`config.mk`:
```
export PLATFORM = sky130hd
export DESIGN_NAME = simple_steer_wr
export DESIGN_NICKNAME = d
export VERILOG_FILES = /design/src/rtl/simple_steer_wr.sv
export SDC_FILE = /design/constraint.sdc
export NUM_CORES = 1
export LEC_CHECK = 0
export ABC_CLOCK_PERIOD_IN_PS = 3940
export BUFFER_PORTS_ARGS = -buffer_cell sky130_fd_sc_hd__buf_2
export CORE_UTILIZATION = 57
export CTS_CLUSTER_DIAMETER = 40
export DETAILED_ROUTE_END_ITERATION = 6
export GPL_TIMING_DRIVEN = 0
export PLACE_DENSITY = 0.94
export SETUP_SLACK_MARGIN = 0.5
export SYNTH_ARGS = -nofsm -noshare
export SYNTH_HDL_FRONTEND = slang
export SYNTH_SLANG_ARGS = --single-unit
```
`constraint.sdc`:
```
create_clock -name clk -period 3.94 [get_ports clk]
set_input_delay 0.591 -clock clk [delete_from_list [all_inputs] [get_ports clk]]
set_output_delay 0.591 -clock clk [all_outputs]
set_load 0.1 [all_outputs]
```
`src/rtl/simple_steer_wr.sv`:
```
// simple_steer_wr
// Dataflow steer (branch) stage. A data token and a 1-bit select token are
// joined. The payload is pushed into the left or right 2-entry elastic buffer.
// Each buffer drains to its own consumer, so a stalled consumer only blocks
// tokens headed to its own side.
//
// Ports:
//   clk               clock, rising edge
//   reset             synchronous, active-high
//   in_data  [F:0]    data token {valid, payload}
//   in_back_stop      1 = producer must hold in_data
//   select   [1:0]    select token {valid, go_right}
//   select_back_stop  1 = producer must hold select
//   left_data  [F:0]  left channel token {valid, payload}
//   left_down_stop    1 = left consumer refuses the token
//   right_data [F:0]  right channel token {valid, payload}
//   right_down_stop   1 = right consumer refuses the token
module simple_steer_wr #(
  parameter int F     = 8,
  parameter int DEPTH = 2
) (
  input  logic       clk,
  input  logic       reset,
  input  logic [F:0] in_data,
  output logic       in_back_stop,
  input  logic [1:0] select,
  output logic       select_back_stop,
  output logic [F:0] left_data,
  input  logic       left_down_stop,
  output logic [F:0] right_data,
  input  logic       right_down_stop
);

  localparam logic [1:0] FULL_CNT = 2'(DEPTH);

  // Index 0 is the left channel, index 1 the right channel.
  logic [F-1:0] mem [2][2];
  logic [1:0]   rd_ptr;
  logic [1:0]   wr_ptr;
  logic [1:0]   cnt [2];

  logic       dv;
  logic       sv;
  logic       tgt;
  logic       tgt_ready;
  logic       fire;
  logic [1:0] not_full;
  logic [1:0] has_tok;
  logic [1:0] push;
  logic [1:0] pop;
  logic [1:0] down_stop;

  assign down_stop = {right_down_stop, left_down_stop};

  always_comb begin
    dv = in_data[F];
    sv = select[1];
    tgt = select[0];
    not_full = {cnt[1] != FULL_CNT, cnt[0] != FULL_CNT};
    has_tok = {cnt[1] != 2'd0, cnt[0] != 2'd0};
    // Readiness comes from the registered counts only, so no down_stop
    // reaches the back-stops combinationally; a full buffer being drained
    // this cycle still refuses a new token (one bubble).
    tgt_ready = tgt ? not_full[1] : not_full[0];
    fire = dv & sv & tgt_ready;
    push = {fire & tgt, fire & ~tgt};
    pop = has_tok & ~down_stop;
    in_back_stop = dv & ~fire;
    select_back_stop = sv & ~fire;
    left_data = has_tok[0] ? {1'b1, mem[0][rd_ptr[0]]} : '0;
    right_data = has_tok[1] ? {1'b1, mem[1][rd_ptr[1]]} : '0;
  end

  // Storage carries no reset; stale entries are unreachable once the
  // pointers and counts are cleared.
  always_ff @(posedge clk) begin
    for (int s = 0; s < 2; s++) begin
      if (push[s]) mem[s][wr_ptr[s]] <= in_data[F-1:0];
    end
  end

  always_ff @(posedge clk) begin
    if (reset) begin
      rd_ptr <= '0;
      wr_ptr <= '0;
      cnt[0] <= '0;
      cnt[1] <= '0;
    end else begin
      for (int s = 0; s < 2; s++) begin
        if (push[s]) wr_ptr[s] <= ~wr_ptr[s];
        if (pop[s]) rd_ptr[s] <= ~rd_ptr[s];
        case ({push[s], pop[s]})
          2'b10:   cnt[s] <= cnt[s] + 2'd1;
          2'b01:   cnt[s] <= cnt[s] - 2'd1;
          default: cnt[s] <= cnt[s];
        endcase
      end
    end
  end

  always @(posedge clk) begin
    if (!reset) begin
      assert (!(push[0] && cnt[0] == FULL_CNT));
      assert (!(push[1] && cnt[1] == FULL_CNT));
    end
  end

endmodule

```
# Word-level counts from Yosys, hierarchy flattened
# Memories as Yosys holds them, arrays and structs flattened.
# Cells that the tools add are included.
[totals]
elab_cells = 99
inputBits = 15
latch_bits = 0
rom_bits = 0
ramBits = 36
output_inout_bits = 20
regBits = 4
n_memories = 2
[mem_list]
columns = ["memory", "depth", "width", "read_ports", "rd_clocked_by_memory_dff", "write_ports", "line", "source"]
rows = [
  ["mem", 2, 16, 2, 0, 1, "37", "logic [F-1:0] mem [2][2];"],
  ["cnt", 2, 2, 2, 0, 2, "40", "logic [1:0] cnt [2];"],
]
[classes]
n_div = 0
multipliers = 0
n_bitwise = 24
addsub = 4
shifts = 0
n_reduce_logical = 7
magnitude_cmp = 6
muxes = 46
n_eq_ne = 6
[op_table]
columns = ["op", "n"]
rows = [
  ["2-to-1 mux 16 bit", 4],
  ["2-to-1 mux 8 bit", 8],
  ["2-to-1 mux 1 bit", 24],
  ["2-to-1 mux 9 bit", 2],
  ["demux 8 bit (select 1 bit)", 2],
  ["OR reduction 16 bit", 1],
  ["2-to-1 mux 2 bit", 6],
  [">= comparator 2 bit (second input constant)", 4],
  ["inverter 1 -> 2 bit", 4],
  ["AND 1 bit", 6],
  ["inverter 1 bit", 6],
  ["bitwise OR 1 bit", 6],
  ["adder 2 x 1 -> 2 bit (second input constant)", 2],
  ["equality test 2 x 1 -> 1 bit (second input constant)", 2],
  ["equality test 2 bit (second input constant)", 2],
  ["< comparator 2 x 1 -> 1 bit (second input constant)", 2],
  ["!= test 2 bit (second input constant)", 2],
  ["nonzero test 2 bit", 2],
  ["OR reduction 2 bit", 2],
  ["subtractor 2 x 1 -> 2 bit (second input constant)", 2],
  ["AND 2 bit", 1],
  ["logical AND 1 bit", 2],
  ["inverter 2 bit", 1],
]

# Longest topological paths before layout
[depth]
ltp_word = 11
mapped_depth = 9

# Worst setup path after synthesis
# Ideal clock, no wire load.
[synth_timing]
path_type = "input port to output port"
startpoint = "input select[0]"
endpoint = "output in_back_stop"
path_slack_ps = 334
required_ps = 3349
path_stages = 3
t_arrival_ps = 3015
cell_sequence = "nor3b_1 -> a31oi_1 -> a21boi_0"
[synth_via]
elab_chain_len = 4
[synth_rtl]
columns = ["element", "line", "source"]
rows = [
  ["start, declared", "26", "input logic [1:0] select,"],
  ["2-to-1 mux 1 bit", "64", "tgt_ready = tgt ? not_full[1] : not_full[0];"],
  ["AND 1 bit", "65", "fire = dv & sv & tgt_ready;"],
  ["inverter 1 bit", "68", "in_back_stop = dv & ~fire;"],
  ["AND 1 bit", "68", ""],
  ["end, declared", "25", "output logic in_back_stop,"],
]
# No other way between the ends.

==> out/summary.md <==
The start-to-end type of the worst setup path was reg -> out. After routing, the total negative slack on setup checks comes to 0 ns. Signal routing reaches up to met4. For the total routing resource utilization after global routing, the log shows 0.213. The max-slew violation count is 0. TritonCTS built the clock tree.

The mux contribution to synthesized area works out to 0.0989. The sequential-to-total area share from yosys stat was 0.670; the TritonCTS sink count was 40. After detailed routing, the met3 layer carries 217 um of wire.

For the initial core utilization, the log shows 0.613. Counting along the longest clock path gives a buffer depth of 2. The routed layout has 1,108 vias. The compound-cell area share of the yosys netlist was 0.0375; the post-layout minimum cycle time was 2.51 ns.

The worst setup path is captured at a primary output. The routed design uses 1580 um of met2 wire. The per-instance average area after synthesis works out to 13.4 sq um. The area of the core region was 2830 sq um; the cell leakage power was 0.823 nW. The H-tree depth is 2, and the routability congestion estimate is 0.777. The power density relative to cell area is 588 nW/um^2. For the final database, setup skew stands at 0.00625 ns. The routed length on met1 was 1320 um; the area growth from synthesis to layout was 16.9%. The share of the clock period used by the worst path is 0.637, and the adder-cell area share of the yosys netlist is 0.0361.

The remaining design rule violation count is 5. Clock tree synthesis selected as its root buffer the cell sky130_fd_sc_hd__clkbuf_4. The headroom to the max-slew limit came out at 0.529. The net count of the mapped netlist is 149, and the number of nets in the finished design is 190.

The final design instance area without fill was 2030 sq um. At the worst endpoint, the arrival time is 1.92 ns. The count of endpoints failing setup in the final report is 0.

The tools report the half-perimeter wire length after placement as 2190 um. The xor and xnor area share after synthesis is 0.0202. The final reports fail on DRC.

Across all hold checks on the routed design, the worst slack comes to 0.444 ns. Counting both buffers and inverters, the worst setup path holds a total of 3. Setup repair after global routing left no endpoint under its margin.

The clock edge transition at the registers on the reported setup and hold paths was 0.12 ns; the detailed router's first-iteration violation count was 70. Across the run, the number of max-cap violations was 0. The tools report the power consumption as 1.19 mW. The later pin in the worst-skew pair is clocked with a latency of 0.35 ns.

The number of antenna violations at the first check in global routing was 0. Class of the tightest hold or removal check: in -> reg. In the synthesized netlist, the number of instances is 129.

The area share of and/or/nand/nor cells after synthesis is 0.108, and the detailed-route wire length per cell is 15.6 um. Walking the worst path, the cells encountered are inv_1, ha_1, clkbuf_1, nor2_1, buf_2. The count of final hold-check violations was 0; the number of port buffers was 34. The run gives 4910 um as the global-route wire length before repair. Static timing analysis puts the maximum clock frequency at 399 MHz. The count of nets left with antenna violations after detail routing was 0; the post-CTS setup buffer count was 0.

The filler cells instantiated in the layout total 209. The row count is 19. Number of distinct library cells after synthesis: 27. The repair_antennas step left the layout with diodes totalling 0. The slowest stage of the critical path is the sky130_fd_sc_hd__buf_2 cell. The synthesis warning total is 0, and the actual transition at the worst max-transition pin is 0.703 ns. The run gives 5 as the TritonCTS buffer count. The final wirelength was 3160 um; the die outline area was 3260 sq um. The die span in x is 57.1 um.

The worst setup path is launched from a flop. IR analysis of the VDD net gives a maximum drop of 343 uV. Combinational family with the most area after synthesis: simple AND/OR/NAND/NOR gates. STA puts the critical path data required time at 3.35 ns. The length of the first detailed-routing pass in iterations is 6. Largest incremental delay on the critical path: 0.45 ns. The number of buffers inserted by hold repair at cts is 0, and the post-synthesis instance area is 1730 sq um. The pin count of the biggest net entering global routing was 15; the flip-flop and latch count after synthesis was 40. The I/O pin count was 35; the number of cells upsized or downsized after cts was 0. The layout cell share with drive strength beyond 1 was 0.269. In this run the vertical extent of the chip is 57.1 um. The run finished, with violations left. Summing all placed instances gives a cell area of 1940 sq um.

The remaining global-route overflow came out at 0. Among cell families on the critical path, the largest total delay comes from buffers and inverters. Of all nets on the critical path, the largest fanout is 10. The number of global-route vias before repair is 1,014. The final core utilization is 0.716, and the via density per instance is 5.49.
cells in the final DEF (no fill, tap or decap):
cell,count
sky130_fd_sc_hd__buf_2,36
sky130_fd_sc_hd__edfxtp_1,36
sky130_fd_sc_hd__nor2_1,27
sky130_fd_sc_hd__mux2i_1,16
sky130_fd_sc_hd__inv_1,9
sky130_fd_sc_hd__ha_1,5
sky130_fd_sc_hd__clkbuf_4,5
sky130_fd_sc_hd__dfxtp_1,4
sky130_fd_sc_hd__o21bai_1,3
sky130_fd_sc_hd__and2_1,3
sky130_fd_sc_hd__xnor2_1,3
sky130_fd_sc_hd__nor2b_1,2
sky130_fd_sc_hd__clkbuf_1,2
sky130_fd_sc_hd__a21boi_0,2
sky130_fd_sc_hd__nor3_1,2
sky130_fd_sc_hd__nand2b_1,1
sky130_fd_sc_hd__nand4_1,1
sky130_fd_sc_hd__nand2_1,1
sky130_fd_sc_hd__or3_1,1
sky130_fd_sc_hd__nor3b_1,1
sky130_fd_sc_hd__a31oi_1,1
sky130_fd_sc_hd__or4_1,1
sky130_fd_sc_hd__nor4_1,1
sky130_fd_sc_hd__a31o_2,1
sky130_fd_sc_hd__xor2_1,1
sky130_fd_sc_hd__o31ai_1,1
sky130_fd_sc_hd__a21oi_1,1
sky130_fd_sc_hd__mux2_2,1
sky130_fd_sc_hd__inv_6,1
sky130_fd_sc_hd__clkinvlp_4,1
sky130_fd_sc_hd__bufinv_16,1
area by class of cell:
cell class	count	area (sq um)	area share
Buffer	4	17.5	0.00865
Clock buffer	5	37.5	0.0185
Clock inverter	3	46.3	0.0229
Inverter	9	33.8	0.0167
Multi-Input combinational cell	76	520	0.257
Sequential cell	40	1160	0.573
Tap cell	31	38.8	0.0191
Timing Repair Buffer	34	170	0.0840
metrics by stage:
stage	setup slack (ns)	std cells
global route	1.34	202
finish	1.43	202
floorplan	0.334	129
detailed placement	1.52	194
global placement	1.56	194
CTS	1.43	202
cell families (layout without fill, tap and decap cells):
logic type / Yosys count / after routing
simple gates: 41 / 41
flops: 40 / 40
fa+ha+maj: 5 / 5
compound gates: 9 / 9
xor+xnor: 4 / 4
buf+inv: 13 / 55
mux: 17 / 17
where the power goes:
part,internal (mW),leakage (nW),switching (mW)
Sequential,0.484,0.364,0.0112
Combinational,0.0812,0.417,0.339
Clock,0.135,0.0418,0.139
Total,0.701,0.823,0.489
cells in the mapped netlist:
master | n | area (sq um)
sky130_fd_sc_hd__nor2b_1 | 2 | 12.5
sky130_fd_sc_hd__a21boi_0 | 2 | 15.0
sky130_fd_sc_hd__nor3b_1 | 1 | 7.51
sky130_fd_sc_hd__inv_1 | 9 | 33.8
sky130_fd_sc_hd__nor3_1 | 2 | 10.0
sky130_fd_sc_hd__nor4_1 | 1 | 6.26
sky130_fd_sc_hd__xnor2_1 | 3 | 26.3
sky130_fd_sc_hd__mux2_2 | 1 | 11.3
sky130_fd_sc_hd__ha_1 | 5 | 62.6
sky130_fd_sc_hd__and2_1 | 3 | 18.8
sky130_fd_sc_hd__buf_2 | 2 | 10.0
sky130_fd_sc_hd__dfxtp_1 | 4 | 80.1
sky130_fd_sc_hd__a21oi_1 | 1 | 5.00
sky130_fd_sc_hd__or4_1 | 1 | 7.51
sky130_fd_sc_hd__xor2_1 | 1 | 8.76
sky130_fd_sc_hd__nand4_1 | 1 | 6.26
sky130_fd_sc_hd__edfxtp_1 | 36 | 1080
sky130_fd_sc_hd__o31ai_1 | 1 | 7.51
sky130_fd_sc_hd__o21bai_1 | 3 | 22.5
sky130_fd_sc_hd__a31oi_1 | 1 | 6.26
sky130_fd_sc_hd__nor2_1 | 27 | 101
sky130_fd_sc_hd__or3_1 | 1 | 6.26
sky130_fd_sc_hd__nand2b_1 | 1 | 6.26
sky130_fd_sc_hd__clkbuf_1 | 2 | 7.51
sky130_fd_sc_hd__nand2_1 | 1 | 3.75
sky130_fd_sc_hd__mux2i_1 | 16 | 160
sky130_fd_sc_hd__a31o_2 | 1 | 8.76
flip-flops by register name (all words and copies together) (netlist names):
signal  flops
mem        32
cnt         4
rd_ptr      2
wr_ptr      2
layer usage:
metal	up-vias	track usage
met5	-	0
met4	0	0.108
met3	7	0.0612
met2	54	0.324
met1	509	0.282
li1	538	-
final timing paths:
kind,from,endpoint,slack (ns),cells after the start
max,cnt[1][0]$_DFFE_PP_,right_data[5],1.43,5
min,in_data[6],mem[0][6]$_DFFE_PP_,0.44,1
max reg2reg,cnt[1][0]$_DFFE_PP_,cnt[1][1]$_DFFE_PP_,1.57,9
min reg2reg,wr_ptr[0]$_SDFFE_PP0P_,wr_ptr[0]$_SDFFE_PP0P_,0.51,2
worst register-to-register path: stages (launching register included):
cell	delay, ns
sky130_fd_sc_hd__edfxtp_1	0.39
sky130_fd_sc_hd__inv_1	0.08
sky130_fd_sc_hd__ha_1	0.20
sky130_fd_sc_hd__clkbuf_1	0.24
sky130_fd_sc_hd__nor2_1	0.27
sky130_fd_sc_hd__inv_1	0.07
sky130_fd_sc_hd__ha_1	0.21
sky130_fd_sc_hd__nor4_1	0.32
sky130_fd_sc_hd__nor2_1	0.11
sky130_fd_sc_hd__a31o_2	0.25
(Power assumes the default switching activity.)
